$ cat config.mk
export PLATFORM = sky130hd
export DESIGN_NAME = multicycle_adder
export DESIGN_NICKNAME = d
export VERILOG_FILES = /design/src/rtl/multicycle_adder.sv
export SDC_FILE = /design/constraint.sdc
export NUM_CORES = 1
export LEC_CHECK = 0
export CAP_MARGIN = 10
export CORE_AREA = 2 2 63 65
export CTS_CLUSTER_SIZE = 20
export DETAILED_ROUTE_END_ITERATION = 7
export DIE_AREA = 0 0 65 67
export PLACE_DENSITY = 0.76
export SLEW_MARGIN = 15
export SYNTH_ARGS = -nofsm -noshare
export SYNTH_HDL_FRONTEND = slang
export SYNTH_SLANG_ARGS = --single-unit
export TNS_END_PERCENT = 5
$ cat constraint.sdc
create_clock -name clk -period 3.1 [get_ports clk]
set_input_delay 0.31 -clock clk [delete_from_list [all_inputs] [get_ports clk]]
set_output_delay 0.31 -clock clk [all_outputs]
set_load 0.02 [all_outputs]
$ cat src/rtl/multicycle_adder.sv
// ----------------------------------------------------------------------------
// multicycle_adder
//
// Purpose:
//   Multi-cycle add/subtract unit. A WIDTH-bit operand pair is processed
//   CHUNK bits per clock, least-significant chunk first. The carry between
//   chunks is held in a register, so only a CHUNK-bit adder is needed.
//   A start/busy/done handshake surrounds each operation.
//   Subtraction is done as x + ~y + 1.
//
// Parameters:
//   WIDTH  operand/result width in bits
//   CHUNK  bits added per clock; must divide WIDTH evenly (N = WIDTH/CHUNK)
//
// Ports:
//   clk        in   1      rising-edge clock
//   rst        in   1      synchronous active-high reset
//   start      in   1      operation request, only honoured while not busy
//   sub        in   1      0: z = x + y + carry_in, 1: z = x - y
//   x          in   WIDTH  operand A, captured with start
//   y          in   WIDTH  operand B, captured with start
//   carry_in   in   1      carry in for add mode, captured with start
//   busy       out  1      high while chunks are being processed
//   done       out  1      one-cycle pulse when z/carry_out/overflow update
//   z          out  WIDTH  result, held until the next completion
//   carry_out  out  1      carry out of the MSB (sub mode: 1 = no borrow)
//   overflow   out  1      signed overflow of the last operation
// ----------------------------------------------------------------------------
module multicycle_adder #(
    parameter int WIDTH = 8,
    parameter int CHUNK = 2
) (
    input  logic             clk,
    input  logic             rst,
    input  logic             start,
    input  logic             sub,
    input  logic [WIDTH-1:0] x,
    input  logic [WIDTH-1:0] y,
    input  logic             carry_in,
    output logic             busy,
    output logic             done,
    output logic [WIDTH-1:0] z,
    output logic             carry_out,
    output logic             overflow
);

    localparam int N     = WIDTH / CHUNK;
    localparam int IDX_W = (N > 1) ? $clog2(N) : 1;
    localparam logic [IDX_W-1:0] LAST_IDX = IDX_W'(N - 1);

    // Refuse to elaborate when the operand does not split into whole chunks.
    generate
        if ((CHUNK < 1) || (WIDTH % CHUNK != 0)) begin : g_badChunk
            $error("multicycle_adder: CHUNK must divide WIDTH");
        end
    endgenerate

    typedef enum logic [1:0] {
        IDLE,
        RUN,
        DONE
    } stateT;

    stateT            r_state;
    stateT            w_stateNext;

    logic [WIDTH-1:0] r_a;
    logic [WIDTH-1:0] r_b;
    logic             r_carry;
    logic [IDX_W-1:0] r_idx;
    logic [WIDTH-1:0] r_acc;
    logic [WIDTH-1:0] r_z;
    logic             r_cout;
    logic             r_ovf;

    logic [CHUNK-1:0] w_aChunk;
    logic [CHUNK-1:0] w_bChunk;
    logic [CHUNK:0]   w_sum;
    logic [WIDTH-1:0] w_accNext;
    logic             w_msbCarryIn;
    logic             w_lastChunk;
    logic             w_accept;

    // The chunk datapath: select chunk r_idx of both operands, add it with
    // the carry register, and build the accumulator as it will look once this
    // chunk's sum is written in. The selection is done with a loop over
    // constant part-selects so every slice has a fixed position. The carry
    // into the sum's top bit is recovered as a ^ b ^ s, which on the last
    // chunk is the carry into the operand MSB needed for signed overflow.
    always_comb begin
        w_aChunk  = '0;
        w_bChunk  = '0;
        w_accNext = r_acc;
        for (int k = 0; k < N; k++) begin
            if (r_idx == IDX_W'(k)) begin
                w_aChunk = r_a[k*CHUNK +: CHUNK];
                w_bChunk = r_b[k*CHUNK +: CHUNK];
            end
        end
        w_sum = {1'b0, w_aChunk} + {1'b0, w_bChunk} + {{CHUNK{1'b0}}, r_carry};
        for (int k = 0; k < N; k++) begin
            if (r_idx == IDX_W'(k)) begin
                w_accNext[k*CHUNK +: CHUNK] = w_sum[CHUNK-1:0];
            end
        end
        w_msbCarryIn = w_aChunk[CHUNK-1] ^ w_bChunk[CHUNK-1] ^ w_sum[CHUNK-1];
        w_lastChunk  = (r_idx == LAST_IDX);
    end

    // A new request is taken from IDLE and also from DONE, which is what
    // allows back-to-back operations without an idle gap.
    assign w_accept = (r_state != RUN) && start;

    // Next-state logic for the IDLE -> RUN -> DONE sequence.
    always_comb begin
        w_stateNext = r_state;
        case (r_state)
            IDLE: begin
                if (start) begin
                    w_stateNext = RUN;
                end
            end
            RUN: begin
                if (w_lastChunk) begin
                    w_stateNext = DONE;
                end
            end
            DONE: begin
                w_stateNext = start ? RUN : IDLE;
            end
            default: begin
                w_stateNext = IDLE;
            end
        endcase
    end

    // State register and datapath registers. On acceptance the operands are
    // captured, with B inverted and the carry forced to 1 for subtraction.
    // Each RUN cycle folds one chunk in; the last one also publishes the
    // result and flags, so z only moves at completion or reset.
    always_ff @(posedge clk) begin
        if (rst) begin
            r_state <= IDLE;
            r_a     <= '0;
            r_b     <= '0;
            r_carry <= 1'b0;
            r_idx   <= '0;
            r_acc   <= '0;
            r_z     <= '0;
            r_cout  <= 1'b0;
            r_ovf   <= 1'b0;
        end else begin
            r_state <= w_stateNext;
            if (w_accept) begin
                r_a     <= x;
                r_b     <= sub ? ~y : y;
                r_carry <= sub ? 1'b1 : carry_in;
                r_idx   <= '0;
            end else if (r_state == RUN) begin
                r_acc   <= w_accNext;
                r_carry <= w_sum[CHUNK];
                r_idx   <= w_lastChunk ? '0 : r_idx + 1'b1;
                if (w_lastChunk) begin
                    r_z    <= w_accNext;
                    r_cout <= w_sum[CHUNK];
                    r_ovf  <= w_msbCarryIn ^ w_sum[CHUNK];
                end
            end
        end
    end

    // Handshake outputs come straight from the state register, so done is
    // high for exactly the single DONE cycle.
    assign busy      = (r_state == RUN);
    assign done      = (r_state == DONE);
    assign z         = r_z;
    assign carry_out = r_cout;
    assign overflow  = r_ovf;

endmodule

==> results of run 1 <==
## critical path: cells and delay by family, from the launching register on
kind / cells / cell delay, ps
adders and majority gates: 3 / 1460
AOI/OAI and AO/OA: 3 / 400
DFF: 1 / 350
xor gates and xnor gates: 2 / 260
and+or+nand+nor: 1 / 240
buffers and inverters: 1 / 90
## final cells by class
cell class | count | area (µm²) | share of cell area (%)
clock buffer | 7 | 96.3 | 4.46
sequential | 37 | 741 | 34.3
clock inverter | 1 | 5.00 | 0.232
multi-input combinational | 122 | 878 | 40.7
inverter | 10 | 42.5 | 1.97
timing repair buffer | 34 | 335 | 15.5
tap | 48 | 60.1 | 2.78
## through the flow
step	instance area (µm²)	hold WS [ps]	total power, W	util, %
6_report	2160	465	0.00108	59.9
3_3_place_gp	2060	444	0.000709	57.0
3_5_place_dp	2060	451	0.000716	57.0
4_1_cts	2160	471	0.00108	59.9
5_1_grt	2160	481	0.00113	59.9
2_1_floorplan	1800	454	0.000672	-
## metal layers
layer / GRT usage, % / vias to the layer above / share of wire (%)
li1: - / 726 / -
met1: 21.4 / 670 / 43
met2: 30.0 / 42 / 49
met3: 4.05 / 7 / 5.0
met4: 11.2 / 0 / 2.4
met5: 0 / - / 0
## worst min path at each step
stage	cells after the start	to	slack (ps)
after floorplan	2	r_a[0]	450
after global routing	1	z[6]	480
final	1	z[6]	460
after global placement	1	z[6]	440
after detailed placement	1	z[6]	450
after CTS	1	z[6]	470
## cell families after synthesis
family | Yosys count
multiplexers | 1
AO/OA/AOI/OAI | 79
flip-flops | 37
buffers and inverters | 29
AND/OR/NAND/NOR | 25
adder cells (fa/ha/maj) | 7
XOR/XNOR | 10
## registers in the layout, indices dropped and copies added (netlist names)
signal	cells
r_carry	1
r_b	8
carry_out	1
r_acc	6
r_idx	2
r_a	8
r_state	2
z	8
overflow	1
## power by group through the flow
stage / Clock, W / Sequential, W / Combinational (W)
2_1_floorplan: 0 / 0.000519 / 0.000154
3_3_place_gp: 0 / 0.000523 / 0.000186
3_5_place_dp: 0 / 0.000524 / 0.000192
4_1_cts: 0.000376 / 0.000513 / 0.000193
5_1_grt: 0.000400 / 0.000515 / 0.000213
6_report: 0.000370 / 0.000513 / 0.000193
## layout by cell type (no fill, tap or decap), types with 2 or more instances in the layout
| cell | n |
|---|---|
| xnor2_1 | 10 |
| a221o_1 | 4 |
| ha_1 | 5 |
| a211oi_1 | 8 |
| clkbuf_8 | 7 |
| dfxtp_1 | 37 |
| o2bb2ai_1 | 3 |
| fa_1 | 2 |
| a22o_1 | 9 |
| a21oi_1 | 33 |
| buf_4 | 2 |
| a311oi_1 | 6 |
| a22oi_1 | 4 |
| inv_1 | 8 |
| clkdlybuf4s50_1 | 32 |
| nand3_1 | 8 |
| o21ai_0 | 8 |
| nor2_1 | 6 |
==> results.yml, run 1 <==
power_and_ir_drop:
  leakagePower_nw: 0.772
  pwr-share-clk_pct: 34.4
  pwr-share-seq_pct: 47.7
  intPower_w: 0.000790
  power_switching_w: 0.000286
  ir_worst_vdd_mv: 0.234
  power-per-cell-area_nw_per_um2: 499
  combinationalPowerShare_pct: 17.9
  switching_share_pct: 26.6
sta:
  hold_viol: 0
  max_slew_margin_pct: 64.7
  tns_ps: 0
  setup_ws_ps: 188
  rsz0062_at_grt: "no"
  fin_skew_ps: 2.97
  max_freq_mhz: 343
  period_needed_ps: 2910
  finalCritPeriodShare_pct: 93.9
  finalSetupViolCount: 0
  worst_pin_slew_ps: 530
  finalMaxSlewViolations: 0
synth:
  synthSimpleGateAreaFrac_pct: 8.28
  syn-cell-area_um2: 1800
  yosysTopAreaCell: "dfxtp_1"
  synthAdderAreaFrac_pct: 5.70
  synthFlopType: "dfxtp_1"
  yosys_register_bits: 37
  synth_compound_area_share_pct: 29.4
  synthXorXnorAreaFrac_pct: 4.87
  yosysMostFrequentCell: "dfxtp_1"
  synth_mux_area_share_pct: 0.556
  netlist_top_cells_count: "dfxtp_1, a21oi_1, xnor2_1"
  postSynthAreaPerCell_um2: 9.57
  syn_inst: 188
  synth_cell_types: 38
  synth_top_area_share_pct: 41.2
  synth_edf_count: 0
  yosysSeqAreaShare_pct: 41.2
  synth_warnings: 0
  synth_async_sr_flop_share_pct: 0
  syn_nets: 216
  synth_area_leaders: "dfxtp_1, a21oi_1, xnor2_1, a22o_1, buf_6"
  synth_top_family_by_area: "compound AO/OA/AOI/OAI gates"
route:
  ant_nets: 0
  viasPerCell: 5.58
  wl_per_cell_um: 13.9
  firstDrtPassIters: 4
  initialDrtViolationCount: 70
  wirelength_mm: 3.59
  via_count: 1445
  drcViolationCount: 0
status:
  status: "finished clean"
worst_setup_path:
  reg2reg_depth: 10
  cp-start-kind: "register"
  cpPeakStageDelay_ps: 680
  crit_start: "r_idx[0]"
  cp_max_fo: 9
  worstSetupEndpointType: "register"
  r2r-start: "r_idx[0]"
  path_cells: "inv_1 -> ha_1 -> nor2b_4 -> a221o_1 -> a22oi_1 -> fa_1 -> fa_1 -> xnor2_1 -> xnor2_1 -> a22o_1"
  crit_end: "overflow"
  critPathArrivalTime_ps: 3100
  critical_path_class: "register to register"
  worstReg2RegEnd: "overflow"
  cpMaxStageDelayCell: "fa_1"
  rrSetupSlack_ps: 190
  worstPathRequired_ps: 3290
floorplanning:
  die_x_um: 65
  core_region_area_um2: 3610
  boundaryPins: 33
  num_rows: 22
  dieArea_um2: 4360
  start_util_pct: 49.9
  die_y_um: 67
clock_network:
  cts_buffers: 5
  post-cts-setup-buffers: 0
  root_buffer: "clkbuf_8"
  clk_latency_ps: 300
  clock_path_buffers: 2
  cts_tree: "yes"
  ctsHoldBuffers: 0
  clk_pin_slew_ps: 70
  cts_resized: 0
  cts-htree-levels: 2
  clock-sinks: 37
final_layout:
  antenna_cells: 0
  fillerInstances: 329
  drive_gt1_share_pct: 9.00
  fin_cells: 259
  syn2layout_area_growth_pct: 20.0
  layout.nets: 238
run:
  drv_cap: 0
global_route:
  grt_pass1_wl_mm: 5.91
  grt_max_degree: 29
  grt_pass1_vias: 1322
  groute.usage.overall_pct: 18.2
  grt_antenna_before_repair: 0
  overflow: 0
hold_path:
  hold_class: "register to register"
  hp-start: "z[6]"
placement:
  dp_cells: 251
  pre_cts_ws_ps: 206
  port_buffers: 32
  dp_hpwl_mm: 2.55
  gp_congestion: 0.908
Note: power is estimated with default switching activity, not from simulation.
==> run 2, diff against run 1 <==
--- a/config.mk
+++ b/config.mk
@@ -10,6 +10,7 @@
 export CTS_CLUSTER_SIZE = 20
 export DETAILED_ROUTE_END_ITERATION = 7
 export DIE_AREA = 0 0 65 67
+export GPL_TIMING_DRIVEN = 0
 export PLACE_DENSITY = 0.76
 export SLEW_MARGIN = 15
 export SYNTH_ARGS = -nofsm -noshare
==> run 2 against run 1 <==
Combinational power increased by 9%; cell count increased by 5.4%; critical path depth increased by 2; via count increased by 0.48%; clock-buffer cell count unchanged; sequential cell count unchanged.
==> results.yml, run 2 (synthesized netlist as in run 1, its figures left out) <==
global_route:
  groute.usage.overall_pct: 19.1
  grt_max_degree: 12
  overflow: 0
  grt_antenna_before_repair: 0
  grt_pass1_vias: 1311
  grt_pass1_wl_mm: 6.28
power_and_ir_drop:
  ir_worst_vdd_mv: 0.311
  leakagePower_nw: 0.828
  power-per-cell-area_nw_per_um2: 485
floorplanning:
  die_x_um: 65
  dieArea_um2: 4360
  boundaryPins: 33
  core_region_area_um2: 3610
  num_rows: 22
  die_y_um: 67
  start_util_pct: 49.9
clock_network:
  clock-sinks: 37
  clk_latency_ps: 290
  post-cts-setup-buffers: 0
  clock_path_buffers: 2
  ctsHoldBuffers: 0
  clk_pin_slew_ps: 70
  root_buffer: "clkbuf_8"
  cts_buffers: 5
  cts_resized: 0
  cts_tree: "yes"
  cts-htree-levels: 2
sta:
  max_freq_mhz: 341
  finalCritPeriodShare_pct: 94.7
  period_needed_ps: 2930
  finalSetupViolCount: 0
  fin_skew_ps: 6.88
  finalMaxSlewViolations: 0
  max_slew_margin_pct: 69.6
  rsz0062_at_grt: "no"
  setup_ws_ps: 165
  holdWs_ps: 331
  tns_ps: 0
  hold_viol: 0
  worst_pin_slew_ps: 456
route:
  viasPerCell: 5.32
  firstDrtPassIters: 4
  wirelength_mm: 3.69
  ant_nets: 0
  via_count: 1452
  wl_per_cell_um: 13.5
  drcViolationCount: 0
  initialDrtViolationCount: 83
final_layout:
  fillerInstances: 320
  ff_latch_area_um2: 741
  syn2layout_area_growth_pct: 25.1
  antenna_cells: 0
  drive_gt1_share_pct: 13.8
  layout.nets: 252
  final_cell_mix: "dfxtp_1, a21oi_1, clkdlybuf4s50_1"
  multiInputGateArea_um2: 878
  layout_commonest_cell: "dfxtp_1"
placement:
  dp_hpwl_mm: 2.70
  pre_cts_ws_ps: 182
  gp_congestion: 0.798
  port_buffers: 29
worst_setup_path:
  cp_max_fo: 10
  worstPathRequired_ps: 3290
  cpMaxStageDelayCell: "fa_1"
  worstSetupEndpointType: "register"
  cpPeakStageDelay_ps: 480
  cp-start-kind: "register"
  path_cells: "inv_1 -> ha_1 -> clkbuf_1 -> buf_6 -> a21oi_1 -> a22oi_1 -> fa_1 -> fa_1 -> buf_2 -> xnor2_1 -> xnor2_1 -> a22o_1"
  critical_path_class: "register to register"
  critPathArrivalTime_ps: 3130
hold_path:
  hold_class: "input pin to register"
status:
  status: "finished clean"
run:
  drv_cap: 0
[run 2: worst paths after layout]
kind	startpoint	end	slack, ps	depth (start not counted)
max	r_idx[0]	overflow	170	12
min	rst	r_state[0]	330	2
max reg2reg	r_idx[0]	overflow	170	12
min reg2reg	z[7]	z[7]	470	1
[run 2: per-layer routing]
metal | GRT usage [%] | routed length [µm] | share of wire (%) | vias up
met1 | 24.1 | 1780 | 48 | 664
met2 | 31.2 | 1730 | 47 | 28
met3 | 5.07 | 132 | 3.6 | 7
met4 | 7.18 | 56 | 1.5 | 0
met5 | 0 | 0 | 0 | -
li1 | - | - | - | 753
[run 2: power by group]
part / switching (W) / total [W] / leakage, nW / internal [W]
registers: 0.0000133 / 0.000512 / 0.302 / 0.000498
clock network: 0.000168 / 0.000369 / 0.0542 / 0.000201
logic: 0.000110 / 0.000211 / 0.471 / 0.000100
total: 0.000291 / 0.00109 / 0.828 / 0.000799
[run 2: critical path, delay by kind of cell (launching register included)]
family	cells	cell delay [ps]
compound gates	3	410
xor+xnor	2	230
buf+inv	4	670
flops	1	410
fa+ha+maj	3	1110
[run 2: layout make-up]
type	count	share of cell area, %
Buffer	19	6.11
Clock buffer	7	4.28
Clock inverter	1	0.222
Inverter	10	1.89
Multi-Input combinational cell	122	39.0
Sequential cell	37	32.9
Tap cell	48	2.67
Timing Repair Buffer	29	12.9
[run 2: metrics by stage]
| stage | area [µm²] | power [W] | instances | util, % |
|---|---|---|---|---|
| after floorplan | 1800 | 0.000672 | 188 | - |
| after global placement | 2150 | 0.000729 | 265 | 59.6 |
| after detailed placement | 2150 | 0.000733 | 265 | 59.6 |
| after CTS | 2250 | 0.00110 | 273 | 62.4 |
| after global routing | 2250 | 0.00114 | 273 | 62.4 |
| final | 2250 | 0.00109 | 273 | 62.4 |
==> run 3, diff against run 2 <==
--- a/config.mk
+++ b/config.mk
@@ -11,7 +11,9 @@
 export DETAILED_ROUTE_END_ITERATION = 7
 export DIE_AREA = 0 0 65 67
 export GPL_TIMING_DRIVEN = 0
+export MAX_ROUTING_LAYER = met4
 export PLACE_DENSITY = 0.76
+export SKIP_CTS_REPAIR_TIMING = 1
 export SLEW_MARGIN = 15
 export SYNTH_ARGS = -nofsm -noshare
 export SYNTH_HDL_FRONTEND = slang
==> results of run 3 <==
The final DEF is identical to that of run 2; final timing and power are the same.
Among the figures that moved: final weighted congestion in routability-driven placement 0.798 -> 0.810; overall routing resource usage 19.1% -> 19.6%
